**src/rtl/cpu_sram_arbiter.sv**
```systemverilog
// Shares one SRAM-like bus between the instruction-fetch and data-memory ports.
// One transaction in flight, data wins ties, each side keeps a tagged return buffer.
module cpu_sram_arbiter (
  input  logic        i_clk,
  input  logic        i_rst,
  input  logic        i_inst_req,
  input  logic [31:0] i_inst_addr,
  input  logic        i_inst_consume,
  output logic [31:0] o_inst_rdata,
  output logic        o_inst_stall,
  input  logic        i_data_en,
  input  logic        i_data_we,
  input  logic [1:0]  i_data_size,
  input  logic [3:0]  i_data_sel,
  input  logic [31:0] i_data_addr,
  input  logic [31:0] i_data_wdata,
  input  logic        i_data_consume,
  output logic [31:0] o_data_rdata,
  output logic        o_data_stall,
  output logic        o_bus_req,
  output logic        o_bus_wr,
  output logic [1:0]  o_bus_size,
  output logic [3:0]  o_bus_sel,
  output logic [31:0] o_bus_addr,
  output logic [31:0] o_bus_wdata,
  input  logic        i_bus_addr_ok,
  input  logic        i_bus_data_ok,
  input  logic [31:0] i_bus_rdata
);
  localparam int unsigned AW = 32;
  localparam int unsigned DW = 32;

  localparam logic [2:0] S_IDLE   = 3'd0;
  localparam logic [2:0] S_I_ADDR = 3'd1;
  localparam logic [2:0] S_I_WAIT = 3'd2;
  localparam logic [2:0] S_D_ADDR = 3'd3;
  localparam logic [2:0] S_D_WAIT = 3'd4;

  logic [2:0]    r_state;
  logic [2:0]    w_state_nxt;
  logic          r_i_done;
  logic          r_d_done;
  logic [AW-1:0] r_i_tag;
  logic [AW-1:0] r_d_tag;
  logic [DW-1:0] r_inst_rdata;
  logic [DW-1:0] r_data_rdata;
  logic          r_bus_req;
  logic          r_bus_wr;
  logic [1:0]    r_bus_size;
  logic [3:0]    r_bus_sel;
  logic [AW-1:0] r_bus_addr;
  logic [DW-1:0] r_bus_wdata;

  logic w_i_hit;
  logic w_d_hit;
  logic w_i_pend;
  logic w_d_pend;
  logic w_i_issue;
  logic w_d_issue;
  logic w_i_fill;
  logic w_d_fill;
  logic w_addr_acc;

  assign w_i_hit    = r_i_done & (r_i_tag == i_inst_addr);
  assign w_d_hit    = r_d_done & (r_d_tag == i_data_addr);
  assign w_i_pend   = i_inst_req & ~w_i_hit;
  assign w_d_pend   = i_data_en & ~w_d_hit;
  assign w_d_issue  = (r_state == S_IDLE) & w_d_pend;
  assign w_i_issue  = (r_state == S_IDLE) & ~w_d_pend & w_i_pend;
  assign w_i_fill   = (r_state == S_I_WAIT) & i_bus_data_ok;
  assign w_d_fill   = (r_state == S_D_WAIT) & i_bus_data_ok;
  assign w_addr_acc = ((r_state == S_I_ADDR) | (r_state == S_D_ADDR)) & i_bus_addr_ok;

  assign o_inst_stall = w_i_pend;
  assign o_data_stall = w_d_pend;
  assign o_inst_rdata = r_inst_rdata;
  assign o_data_rdata = r_data_rdata;
  assign o_bus_req    = r_bus_req;
  assign o_bus_wr     = r_bus_wr;
  assign o_bus_size   = r_bus_size;
  assign o_bus_sel    = r_bus_sel;
  assign o_bus_addr   = r_bus_addr;
  assign o_bus_wdata  = r_bus_wdata;

  always_ff @(posedge i_clk or posedge i_rst) begin
    if (i_rst) r_state <= S_IDLE;
    else       r_state <= w_state_nxt;
  end

  always_comb begin
    w_state_nxt = r_state;
    case (r_state)
      S_IDLE: begin
        if (w_d_pend)      w_state_nxt = S_D_ADDR;
        else if (w_i_pend) w_state_nxt = S_I_ADDR;
      end
      S_I_ADDR: if (i_bus_addr_ok) w_state_nxt = S_I_WAIT;
      S_I_WAIT: if (i_bus_data_ok) w_state_nxt = S_IDLE;
      S_D_ADDR: if (i_bus_addr_ok) w_state_nxt = S_D_WAIT;
      S_D_WAIT: if (i_bus_data_ok) w_state_nxt = S_IDLE;
      default:  w_state_nxt = S_IDLE;
    endcase
  end

  // Request fields are captured on issue and held until the next issue
  always_ff @(posedge i_clk or posedge i_rst) begin
    if (i_rst) begin
      r_bus_req   <= 1'b0;
      r_bus_wr    <= 1'b0;
      r_bus_size  <= 2'd0;
      r_bus_sel   <= 4'd0;
      r_bus_addr  <= AW'(0);
      r_bus_wdata <= DW'(0);
    end else if (w_d_issue) begin
      r_bus_req   <= 1'b1;
      r_bus_wr    <= i_data_we;
      r_bus_size  <= i_data_size;
      r_bus_sel   <= i_data_sel;
      r_bus_addr  <= i_data_addr;
      r_bus_wdata <= i_data_wdata;
    end else if (w_i_issue) begin
      r_bus_req   <= 1'b1;
      r_bus_wr    <= 1'b0;
      r_bus_size  <= 2'd2;
      r_bus_sel   <= 4'hF;
      r_bus_addr  <= i_inst_addr;
    end else if (w_addr_acc) begin
      r_bus_req   <= 1'b0;
    end
  end

  // Issuing drops the old word so a retagged buffer never hits early
  always_ff @(posedge i_clk or posedge i_rst) begin
    if (i_rst) begin
      r_i_done     <= 1'b0;
      r_i_tag      <= AW'(0);
      r_inst_rdata <= DW'(0);
    end else if (w_i_issue) begin
      r_i_done     <= 1'b0;
      r_i_tag      <= i_inst_addr;
    end else if (w_i_fill) begin
      r_i_done     <= 1'b1;
      r_inst_rdata <= i_bus_rdata;
    end else if (i_inst_consume & w_i_hit) begin
      r_i_done     <= 1'b0;
    end
  end

  always_ff @(posedge i_clk or posedge i_rst) begin
    if (i_rst) begin
      r_d_done     <= 1'b0;
      r_d_tag      <= AW'(0);
      r_data_rdata <= DW'(0);
    end else if (w_d_issue) begin
      r_d_done     <= 1'b0;
      r_d_tag      <= i_data_addr;
    end else if (w_d_fill) begin
      r_d_done     <= 1'b1;
      r_data_rdata <= i_bus_rdata;
    end else if (i_data_consume & w_d_hit) begin
      r_d_done     <= 1'b0;
    end
  end
endmodule

```
**config.mk**
```make
export PLATFORM = sky130hd
export DESIGN_NAME = cpu_sram_arbiter
export DESIGN_NICKNAME = d
export VERILOG_FILES = /design/src/rtl/cpu_sram_arbiter.sv
export SDC_FILE = /design/constraint.sdc
export NUM_CORES = 1
export LEC_CHECK = 0
export ABC_AREA = 0
export CAP_MARGIN = 10
export CORE_MARGIN = 4
export CORE_UTILIZATION = 40
export CTS_BUF_LIST = sky130_fd_sc_hd__clkbuf_8
export CTS_CLUSTER_DIAMETER = 100
export DETAILED_ROUTE_END_ITERATION = 10
export PLACE_DENSITY = 0.76
export SYNTH_ARGS = -nofsm -noshare
export SYNTH_HDL_FRONTEND = slang
export SYNTH_SLANG_ARGS = --single-unit
```
**constraint.sdc**
```tcl
create_clock -name i_clk -period 8.6 [get_ports i_clk]
set_input_delay 2.15 -clock i_clk [delete_from_list [all_inputs] [get_ports i_clk]]
set_output_delay 2.15 -clock i_clk [all_outputs]
set_load 0.1 [all_outputs]
```
Word-level counts from Yosys, hierarchy flattened
Cells that the tools add are included.

Bits in registers: 205. Bits of input ports: 143. Output and inout bits: 138. Word-level logic and storage cells: 73.

Equality and inequality tests: 10. Multiplexer cells: 23. Bitwise logic cells: 18. Reduce and logical (&&, ||, !) cells: 9.

Operator list (count): $eq 32x32->1 (2); $mux 32 (2); $mux 3 (5); $and 1x1->1 (12); $pmux 3 s4 (1); $mux 1 (11); $reduce_bool 3->1 (3); $mux 4 (2); $eq 3x2->1 const B (2); $not 1->1 (5); $mux 2 (2); $ne 2x2->1 const B (2); $reduce_and 2->1 (2); $reduce_and 4->1 (1); $eq 3x1->1 const B (1); $eq 3x3->1 const B (1); $logic_not 3->1 (1); $ne 3x3->1 const B (1); $ne 2x1->1 const B (1); $reduce_bool 2->1 (1); $reduce_or 2->1 (1); $or 1x1->1 (1).

Logic depth before layout (Yosys ltp)
Word-level depth: 9. Depth in mapped cells: 8. Mapped depth without buffers: 6.

Worst setup path before layout
OpenSTA, ideal clock, no wires.

Kind: in2out. Start: input i_data_addr[2]. End: output o_data_stall. Data arrival time: 3505 ps. Required time: 6450 ps. Slack: 2945 ps. Cell stages on the path: 5. Buffers on the path: 0. Path through: xor2_1 -> nor4_2 -> nand4_2 -> o31ai_2 -> inv_1.

Word-level cells in the longest chain between the ends: 4.

Ends and longest elaborated chain: from (decl) (line 15) `input logic [31:0] i_data_addr,`; $eq 32x32->1 (line 65) `assign w_d_hit = r_d_done & (r_d_tag == i_data_addr);`; $and 1x1->1 (line 65); $not 1->1 (line 67) `assign w_d_pend = i_data_en & ~w_d_hit;`; $and 1x1->1 (line 67); to (decl) (line 19) `output logic o_data_stall,`.

Every way passes these cells.

Final worst setup path
Start: input i_data_addr[1]. End: output o_data_stall.

The elaborated chain is that of the path after synthesis.

==> reports/results.txt <==
sort of element at the end of the critical path: output pin
Worst Path Required: 6.45 ns
most common cell after layout, fill and taps aside: sky130_fd_sc_hd__clkdlybuf4s50_1
WHS Endpoint: o_bus_req
placeable core region: 0.0211 mm^2
final critical-path required period: 7.27 ns
clock tree skew after final layout: 0.0186 ns
highest attainable clock frequency: 137 MHz
height of the die: 154 um
total track usage: 0.194
final RePlAce weighted congestion: 0.791
Clk pin slew, worst setup/hold paths: 0.05 ns
count of warnings emitted by yosys: 0
Post-Route Utilization: 0.583
first-pass GRT wire length: 36.4 mm
Worst Max-Slew Pin Slew: 1.18 ns
Area Overhead vs Synth: 43.3%
placement-stage worst setup slack: 1.33 ns
Final Cycle Share: 0.846
flop-to-flop setup slack: 4.83 ns
Worst Setup Path Type: in -> out
max-cap check violation count: 0
critical register-to-register path startpoint: r_d_tag[27]
Worst Reg2Reg Path Length in Cells: 7
number of rows created at floorplan: 53
H-tree level count: 2
maximum number of pins on one net before global-route repair: 132
fraction of final layout cells with drive strength greater than 1: 0.189
initial antenna violation count: 2
HPWL after DPL: 17.1 mm
mean area per synthesized cell: 13.6 um^2
number of cells upsized or downsized after cts: 0
clock insertion delay at the later pin of the skew report: 0.51 ns
clk root buf: sky130_fd_sc_hd__clkbuf_8
Setup Total Neg Slack: 0 ns
clock buffers created by TritonCTS: 37
vias in the first global route: 6592
Num Clock Sinks: 205
synthesized flop and latch total: 205
Tightest Hold Check Type: reg -> reg
setup repair after global routing missed its margin: false
number of diodes: 0
post-detailed-route wirelength per cell: 19.4 um
Worst slew margin: 0.216
max-slew violation total from the final report: 0
setup bufs post-CTS: 0
final setup violating endpoints: 0
r2r endpoint: r_i_tag[28]
post-route DRC violation count: 0
horizontal die dimension: 154 um
final number of hold-violating endpoints: 0
kind of launch point of the worst setup path: primary input
commonest cells after routing, fill and taps aside: sky130_fd_sc_hd__clkdlybuf4s50_1 (280), sky130_fd_sc_hd__dfrtp_1 (205), sky130_fd_sc_hd__mux2_2 (111)
buffers from clock root to sink, at most: 3
count of cell types in the netlist: 37
Worst Slack Setup Final: 1.33 ns
result of the run: completed
starting DRC count in detailed routing: 281
buffers added on ports: 280
clock tree from TritonCTS: yes
Syn Nets: 773
via count: 6092
worst-path maximum fanout: 3
hold depth: 2
aggregate global routing overflow: 0
number of iterations in the first detailed-routing pass: 4
data arrival time at the worst-slack endpoint: 5.12 ns
via-per-instance ratio: 4.99
I/O pins: 281
Final #Nets: 1067
hold buffer count at CTS: 0
post-route antenna net violation count: 0
WL final: 23.7 mm
worst hold slack across all endpoints: 0.475 ns
DIE AREA: 0.0239 mm^2
part of the Yosys area used for sequential elements: 0.598
cell area after technology mapping: 0.00858 mm^2
gate count of the mapped netlist: 630
Initial Util: 0.407
hold path startpoint: o_bus_req
per-layer routing:
layer,GRT usage,share of wire,vias up
met3,0.0954,0.12,49
met5,0,0.0011,-
li1,-,-,2796
met2,0.316,0.47,246
met4,0.0593,0.025,4
met1,0.228,0.39,2997
flip-flops by register name, summed over array words and instances, names as in the netlist:
name and flops:
o_data_rdata 32, o_inst_rdata 32, o_bus_sel 4, r_i_done 1
r_d_tag 32, o_bus_req 1, r_i_tag 32, r_d_done 1
o_bus_size 2, o_bus_addr 32, o_bus_wr 1, o_bus_wdata 32
r_state 3
metrics by stage:
| step | instances | area (um^2) |
|---|---|---|
| floorplan | 630 | 8580 |
| global placement | 1160 | 11600 |
| detailed placement | 1160 | 11600 |
| CTS | 1222 | 12300 |
| global route | 1222 | 12300 |
| finish | 1222 | 12300 |
synthesized netlist by cell type, drive strengths merged:
cell type,n,share of area
xor2,39,0.040
o21a,1,0.00088
a221o,32,0.037
nand2,6,0.0026
o22ai,1,0.00073
a21oi,7,0.0041
nand4,8,0.0066
inv,44,0.019
a21o,32,0.028
o21ai,2,0.0012
mux2,128,0.17
nor3,5,0.0029
xnor2,25,0.026
clkbuf,5,0.0022
nor4b,1,0.0010
mux2i,1,0.0012
nor4,10,0.010
a2bb2o,2,0.0023
a31o,1,0.0010
a21boi,1,0.0013
nor2,39,0.017
buf,25,0.019
nand3,1,0.00058
o31ai,2,0.0039
nand3b,1,0.00088
and2,3,0.0022
and3,2,0.0015
nand2b,1,0.00073
dfrtp,205,0.60
cells by family (layout without fill, tap and decap cells):
kind of cell	after synthesis	count (layout)	synth area share
AO/OA/AOI/OAI	81	81	0.0808
XOR/XNOR	64	64	0.0653
buffers and inverters	74	391	0.0404
flip-flops	205	205	0.598
multiplexers	129	129	0.169
AND/OR/NAND/NOR	77	77	0.0462
worst max-delay path by stage:
stage	startpoint	endpoint	slack (ns)	cells after the start
finish	i_data_addr[1]	o_data_stall	1.33	7
global route	i_data_addr[27]	o_data_stall	1.19	7
CTS	i_data_addr[1]	o_data_stall	1.31	7
detailed placement	i_data_addr[1]	o_data_stall	1.33	7
global placement	i_data_addr[1]	o_data_stall	1.44	7
floorplan	i_rst	o_bus_addr[0]	0.85	1
worst max-delay path: stages:
cell and delay, ns:
sky130_fd_sc_hd__clkdlybuf4s50_1 0.45, sky130_fd_sc_hd__xor2_1 0.18, sky130_fd_sc_hd__nor4_1 0.45, sky130_fd_sc_hd__nand4_1 0.34
sky130_fd_sc_hd__o31ai_2 0.47, sky130_fd_sc_hd__inv_1 0.10, sky130_fd_sc_hd__clkdlybuf4s50_1 0.98
final cells by class:
type,instances,area (um^2)
clock buffers,45,619
clock inverters,17,70.1
fillers,1734,8790
inverters,44,173
multi-input cells,351,3120
flip-flops and latches,205,5130
well taps,275,344
repair buffers,285,2840
Power is not shown: default switching activity piles up to over one toggle a cycle in this logic, so the estimate is an artifact.
